`src/rtl/axi_master.sv`:
```
// Bridges the core's single-outstanding load/store port onto an AXI4-Lite master.
// One transaction in flight; completion is reported by a one-cycle cpu_done pulse.
module axi_master #(
  parameter logic [2:0] PROT        = 3'b000,
  parameter bit         ALIGN_CHECK = 1'b1
) (
  input  logic        ACLK,
  input  logic        ARESETN,
  input  logic        cpu_req,
  input  logic        cpu_we,
  input  logic [31:0] cpu_addr,
  input  logic [31:0] cpu_wdata,
  input  logic [3:0]  cpu_wstrb,
  output logic        cpu_ready,
  output logic        cpu_done,
  output logic [31:0] cpu_rdata,
  output logic        cpu_err,
  output logic [31:0] ARADDR,
  output logic [2:0]  ARPROT,
  output logic        ARVALID,
  input  logic        ARREADY,
  input  logic [31:0] RDATA,
  input  logic [1:0]  RRESP,
  input  logic        RVALID,
  output logic        RREADY,
  output logic [31:0] AWADDR,
  output logic [2:0]  AWPROT,
  output logic        AWVALID,
  input  logic        AWREADY,
  output logic [31:0] WDATA,
  output logic [3:0]  WSTRB,
  output logic        WVALID,
  input  logic        WREADY,
  input  logic [1:0]  BRESP,
  input  logic        BVALID,
  output logic        BREADY
);

  typedef enum logic [2:0] {StIdle, StRdAddr, StRdData, StWrReq, StWrResp} state_e;

  state_e      state_q, state_d;
  logic [31:0] araddr_q, araddr_d, awaddr_q, awaddr_d, wdata_q, wdata_d, rdata_q, rdata_d;
  logic [3:0]  wstrb_q, wstrb_d;
  logic        arvalid_q, arvalid_d, rready_q, rready_d;
  logic        awvalid_q, awvalid_d, wvalid_q, wvalid_d, bready_q, bready_d;
  logic        done_q, done_d, err_q, err_d;
  logic        aw_ok_q, aw_ok_d, w_ok_q, w_ok_d;
  logic        misaligned, aw_done, w_done;

  assign misaligned = ALIGN_CHECK && (cpu_addr[1:0] != 2'b00);
  // A channel counts as complete on the very edge its handshake happens.
  assign aw_done    = aw_ok_q | (awvalid_q & AWREADY);
  assign w_done     = w_ok_q | (wvalid_q & WREADY);

  always_comb begin
    state_d   = state_q;
    araddr_d  = araddr_q;
    awaddr_d  = awaddr_q;
    wdata_d   = wdata_q;
    wstrb_d   = wstrb_q;
    rdata_d   = rdata_q;
    arvalid_d = arvalid_q;
    rready_d  = rready_q;
    awvalid_d = awvalid_q;
    wvalid_d  = wvalid_q;
    bready_d  = bready_q;
    done_d    = 1'b0;
    err_d     = err_q;
    aw_ok_d   = aw_ok_q;
    w_ok_d    = w_ok_q;
    unique case (state_q)
      StIdle: begin
        if (cpu_req) begin
          if (misaligned) begin
            done_d = 1'b1;
            err_d  = 1'b1;
          end else if (cpu_we) begin
            state_d   = StWrReq;
            awaddr_d  = cpu_addr;
            wdata_d   = cpu_wdata;
            wstrb_d   = cpu_wstrb;
            awvalid_d = 1'b1;
            wvalid_d  = 1'b1;
            aw_ok_d   = 1'b0;
            w_ok_d    = 1'b0;
          end else begin
            state_d   = StRdAddr;
            araddr_d  = cpu_addr;
            arvalid_d = 1'b1;
          end
        end
      end
      StRdAddr: begin
        if (ARREADY) begin
          arvalid_d = 1'b0;
          rready_d  = 1'b1;
          state_d   = StRdData;
        end
      end
      StRdData: begin
        if (RVALID) begin
          rdata_d  = RDATA;
          err_d    = (RRESP != 2'b00);
          done_d   = 1'b1;
          rready_d = 1'b0;
          state_d  = StIdle;
        end
      end
      StWrReq: begin
        if (awvalid_q && AWREADY) begin
          awvalid_d = 1'b0;
          aw_ok_d   = 1'b1;
        end
        if (wvalid_q && WREADY) begin
          wvalid_d = 1'b0;
          w_ok_d   = 1'b1;
        end
        if (aw_done && w_done) begin
          state_d  = StWrResp;
          bready_d = 1'b1;
          aw_ok_d  = 1'b0;
          w_ok_d   = 1'b0;
        end
      end
      StWrResp: begin
        if (BVALID) begin
          err_d    = (BRESP != 2'b00);
          done_d   = 1'b1;
          bready_d = 1'b0;
          state_d  = StIdle;
        end
      end
      default: state_d = StIdle;
    endcase
  end

  always_ff @(posedge ACLK) begin
    if (!ARESETN) begin
      state_q   <= StIdle;
      araddr_q  <= '0;
      awaddr_q  <= '0;
      wdata_q   <= '0;
      wstrb_q   <= '0;
      rdata_q   <= '0;
      arvalid_q <= 1'b0;
      rready_q  <= 1'b0;
      awvalid_q <= 1'b0;
      wvalid_q  <= 1'b0;
      bready_q  <= 1'b0;
      done_q    <= 1'b0;
      err_q     <= 1'b0;
      aw_ok_q   <= 1'b0;
      w_ok_q    <= 1'b0;
    end else begin
      state_q   <= state_d;
      araddr_q  <= araddr_d;
      awaddr_q  <= awaddr_d;
      wdata_q   <= wdata_d;
      wstrb_q   <= wstrb_d;
      rdata_q   <= rdata_d;
      arvalid_q <= arvalid_d;
      rready_q  <= rready_d;
      awvalid_q <= awvalid_d;
      wvalid_q  <= wvalid_d;
      bready_q  <= bready_d;
      done_q    <= done_d;
      err_q     <= err_d;
      aw_ok_q   <= aw_ok_d;
      w_ok_q    <= w_ok_d;
    end
  end

  assign cpu_ready = (state_q == StIdle);
  assign cpu_done  = done_q;
  assign cpu_rdata = rdata_q;
  assign cpu_err   = err_q;
  assign ARADDR    = araddr_q;
  assign ARPROT    = PROT;
  assign ARVALID   = arvalid_q;
  assign RREADY    = rready_q;
  assign AWADDR    = awaddr_q;
  assign AWPROT    = PROT;
  assign AWVALID   = awvalid_q;
  assign WDATA     = wdata_q;
  assign WSTRB     = wstrb_q;
  assign WVALID    = wvalid_q;
  assign BREADY    = bready_q;

endmodule
```
`config.mk`:
```
export PLATFORM = sky130hd
export DESIGN_NAME = axi_master
export DESIGN_NICKNAME = d
export VERILOG_FILES = /design/src/rtl/axi_master.sv
export SDC_FILE = /design/constraint.sdc
export NUM_CORES = 1
export LEC_CHECK = 0
export CAP_MARGIN = 15
export CELL_PAD_IN_SITES_DETAIL_PLACEMENT = 2
export CELL_PAD_IN_SITES_GLOBAL_PLACEMENT = 2
export CORE_ASPECT_RATIO = 2
export CORE_MARGIN = 2
export CORE_UTILIZATION = 24
export CTS_BUF_LIST = sky130_fd_sc_hd__clkbuf_8
export CTS_CLUSTER_SIZE = 16
export DETAILED_ROUTE_END_ITERATION = 10
export PLACE_DENSITY_LB_ADDON = 0.15
export RECOVER_POWER = 50
export SYNTH_ARGS = -nofsm -noshare
export SYNTH_HDL_FRONTEND = slang
export SYNTH_SLANG_ARGS = --single-unit
```
`constraint.sdc`:
```
create_clock -name ACLK -period 3.1 [get_ports ACLK]
set_input_delay 0.465 -clock ACLK [delete_from_list [all_inputs] [get_ports ACLK]]
set_output_delay 0.465 -clock ACLK [all_outputs]
set_load 0.005 [all_outputs]
```
==> run metrics <==
Hold Crit Start=AWADDR[15]; Comb power frac=0.106; Setup WS pre-CTS=624 ps; Startpoint Class=register; # nets final=993; min-delay worst type=reg2reg; fillers=2,401; total number of vias=5,396; Final min period=2470 ps; share of cells above drive strength 1=0.0504; pin count of the biggest net entering global routing=90; TritonRoute pass-1 iters=4; Slew @ Worst Pin=1570 ps; RSZ-0062 raised after global routing=false; post-synth top area cell=dfxtp_1; max-cap violation count=1; worst r2r src=state_q[2]; drt first-iter violations=120; P per Cell Area=490 nW/um2; crit end category=register; Syn-to-layout area delta=61.0%; Starting Density=0.243; skew final=10.8 ps; final worst setup slack=634 ps; Antenna Nets Post-Route=0; Global Route Usage Sum=0.183; RePlAce Congestion=0.743; CTS Hold Bufs=0; Crit Path Max Fanout=33; DRC=0; Max Fclk=405 MHz; placed cell areas=roughly 8000 um2; CTS root buf=clkbuf_8; full die area=22,900 um2; failing checks=capacitance limit, slew limit; WHS Path Cells=2; post-CTS sizing=0; Finish-stage setup viols=0; Die Ht=212 um; Reg2Reg Capture Point=cpu_rdata[4]; Leakage=3.19 nW; Cell Rows=76; Syn Area/Cell=8.02 um2; GR Overflow Total=0; largest cells by area after synthesis=dfxtp_1 55%, nand2_1 19%, a21oi_1 13%, clkbuf_1 2.4%, buf_2 1.1%; Psw=around 0.97 mW; vias in the first global route=5,802; Rel. slew slack=-0.0447; clock power share=0.423; clk slew on worst S/H paths=80 ps; WP data arrival=2860 ps; CTS tree=built; Setup Fix Bufs, Post-CTS=0; clk sinks=144; Tcrit/Tclk final=0.796; Post-synth EDFFs=0; Worst VDD drop=221 uV; DRT Wirelength=20.8 mm; R2R cell count=5; Hold Path Sink=AWADDR[15]; CTS H-tree lvls=4; outcome=finished, violations left; WL per Instance=17.8 um; Final Instance Area=8360 um2; final hold violations=0; Sw Share=0.237; total core area=~21,000 um2; internal power=approximately 3.1 mW; asr flop ratio synth=0; I/O Pins=259; FF+latch count, synth=roughly 140; initial antenna violation count=1; sequential power share=0.471; Max clock buf depth=2; Synth Warn #=0; setup_tns=0 ps; max-slew violation count=34; Die W=108 um; PortBufs=252; hpwl dp=15.4 mm; synthesized area=5190 um2; reg-to-reg slack, setup=630 ps; vias per inst=approximately 4.6; cts bufs inserted=17; required time worst endpoint=~3500 ps; Cells after Synth=648; Yosys cell types=40; count leader, synth=nand2_1; critical path type=reg2reg; post-synth top area share=0.555; first-pass GRT wire length=31.9 mm; register area share after synthesis=0.555; Clock Latency Late Sink=470 ps; top cells by count, synth=259 x nand2_1, 144 x dfxtp_1, 134 x a21oi_1, 33 x clkbuf_1, 11 x buf_2; Synth Flop Type=dfxtp_1
## registers in the layout, indices dropped and copies added (netlist names), 3 cells and up
name,flops
ARADDR,32
AWADDR,32
WDATA,32
WSTRB,4
cpu_rdata,32
state_q,3
## worst max-delay path: stages, from the launching register on
cell and delay [ps]:
dfxtp_1 660, nor2_1 100, nand3_1 100, clkbuf_1 1140, nand2_1 150, a21oi_1 220
## worst max path at each step
stage / slack (ps) / from / to
2_1_floorplan: 1290 / cpu_addr[0] / ARADDR[30]
3_3_place_gp: 670 / cpu_addr[0] / ARADDR[1]
3_5_place_dp: 620 / cpu_addr[0] / ARADDR[1]
4_1_cts: 710 / state_q[0] / cpu_ready
5_1_grt: 390 / state_q[0] / cpu_rdata[10]
6_report: 630 / state_q[2] / cpu_rdata[4]
## power groups by stage
stage               combinational (mW)  clock, mW  sequential (mW)
global route                     0.476       1.89             1.94
CTS                              0.462       1.81             1.93
floorplan                        0.153          0             1.97
global placement                 0.444          0             1.97
detailed placement               0.459          0             1.98
finish                           0.435       1.73             1.93
## layout make-up
class                   count  area, um2  share of cell area
diodes                      1       2.50            0.000299
clock buffers              19        262              0.0313
clock inverters            13        194              0.0232
inverters                   4       17.5             0.00209
multi-input cells         451       2050               0.245
flip-flops and latches    144       2880               0.345
well taps                 273        342              0.0408
repair buffers            262       2610               0.312
## layer usage
metal  share of wire  global-route usage  vias to the layer above
met5               0                   0                        -
met4           0.020              0.0672                        0
met1            0.34               0.172                     2621
li1                -                   -                     2568
met3           0.067              0.0604                       24
met2            0.57               0.356                      183
## placed cells by master, fill, tap and decap left out, types with 2 or more instances in the layout
| master | count |
|---|---|
| nor2_1 | 2 |
| bufinv_16 | 5 |
| dlygate4sd3_1 | 107 |
| a21oi_1 | 134 |
| clkdlybuf4s50_1 | 145 |
| o21ai_0 | 4 |
| nor3_1 | 5 |
| nand2_1 | 259 |
| clkinv_2 | 2 |
| clkinvlp_4 | 3 |
| nand3b_1 | 2 |
| nor4b_1 | 4 |
| nand3_1 | 4 |
| and2_1 | 2 |
| conb_1 | 6 |
| buf_12 | 2 |
| o211ai_1 | 3 |
| buf_4 | 4 |
| clkbuf_2 | 2 |
| clkbuf_8 | 19 |
| a211oi_1 | 2 |
| dfxtp_1 | 144 |
| and3_1 | 4 |
| inv_1 | 6 |
| clkbuf_1 | 2 |
## cell families (layout without fill, tap and decap cells)
logic type      count (synthesis)  count (layout)  synth area share
compound gates                150             150             0.153
buf+inv                        58             298            0.0539
flops                         144             144             0.555
mux                             1               1           0.00193
other cells                     1               7          0.000722
simple gates                  294             294             0.236
## per-stage QoR
| step | power, mW | util | hold WS (ps) | cells |
|---|---|---|---|---|
| 3_5_place_dp | 2.43 | 0.371 | 451 | 1134 |
| 2_1_floorplan | 2.12 | - | 453 | 653 |
| 3_3_place_gp | 2.42 | 0.371 | 442 | 1134 |
| 4_1_cts | 4.20 | 0.392 | 463 | 1166 |
| 6_report | 4.10 | 0.391 | 453 | 1167 |
| 5_1_grt | 4.30 | 0.391 | 477 | 1167 |
Power figures use the tool's default switching activity.
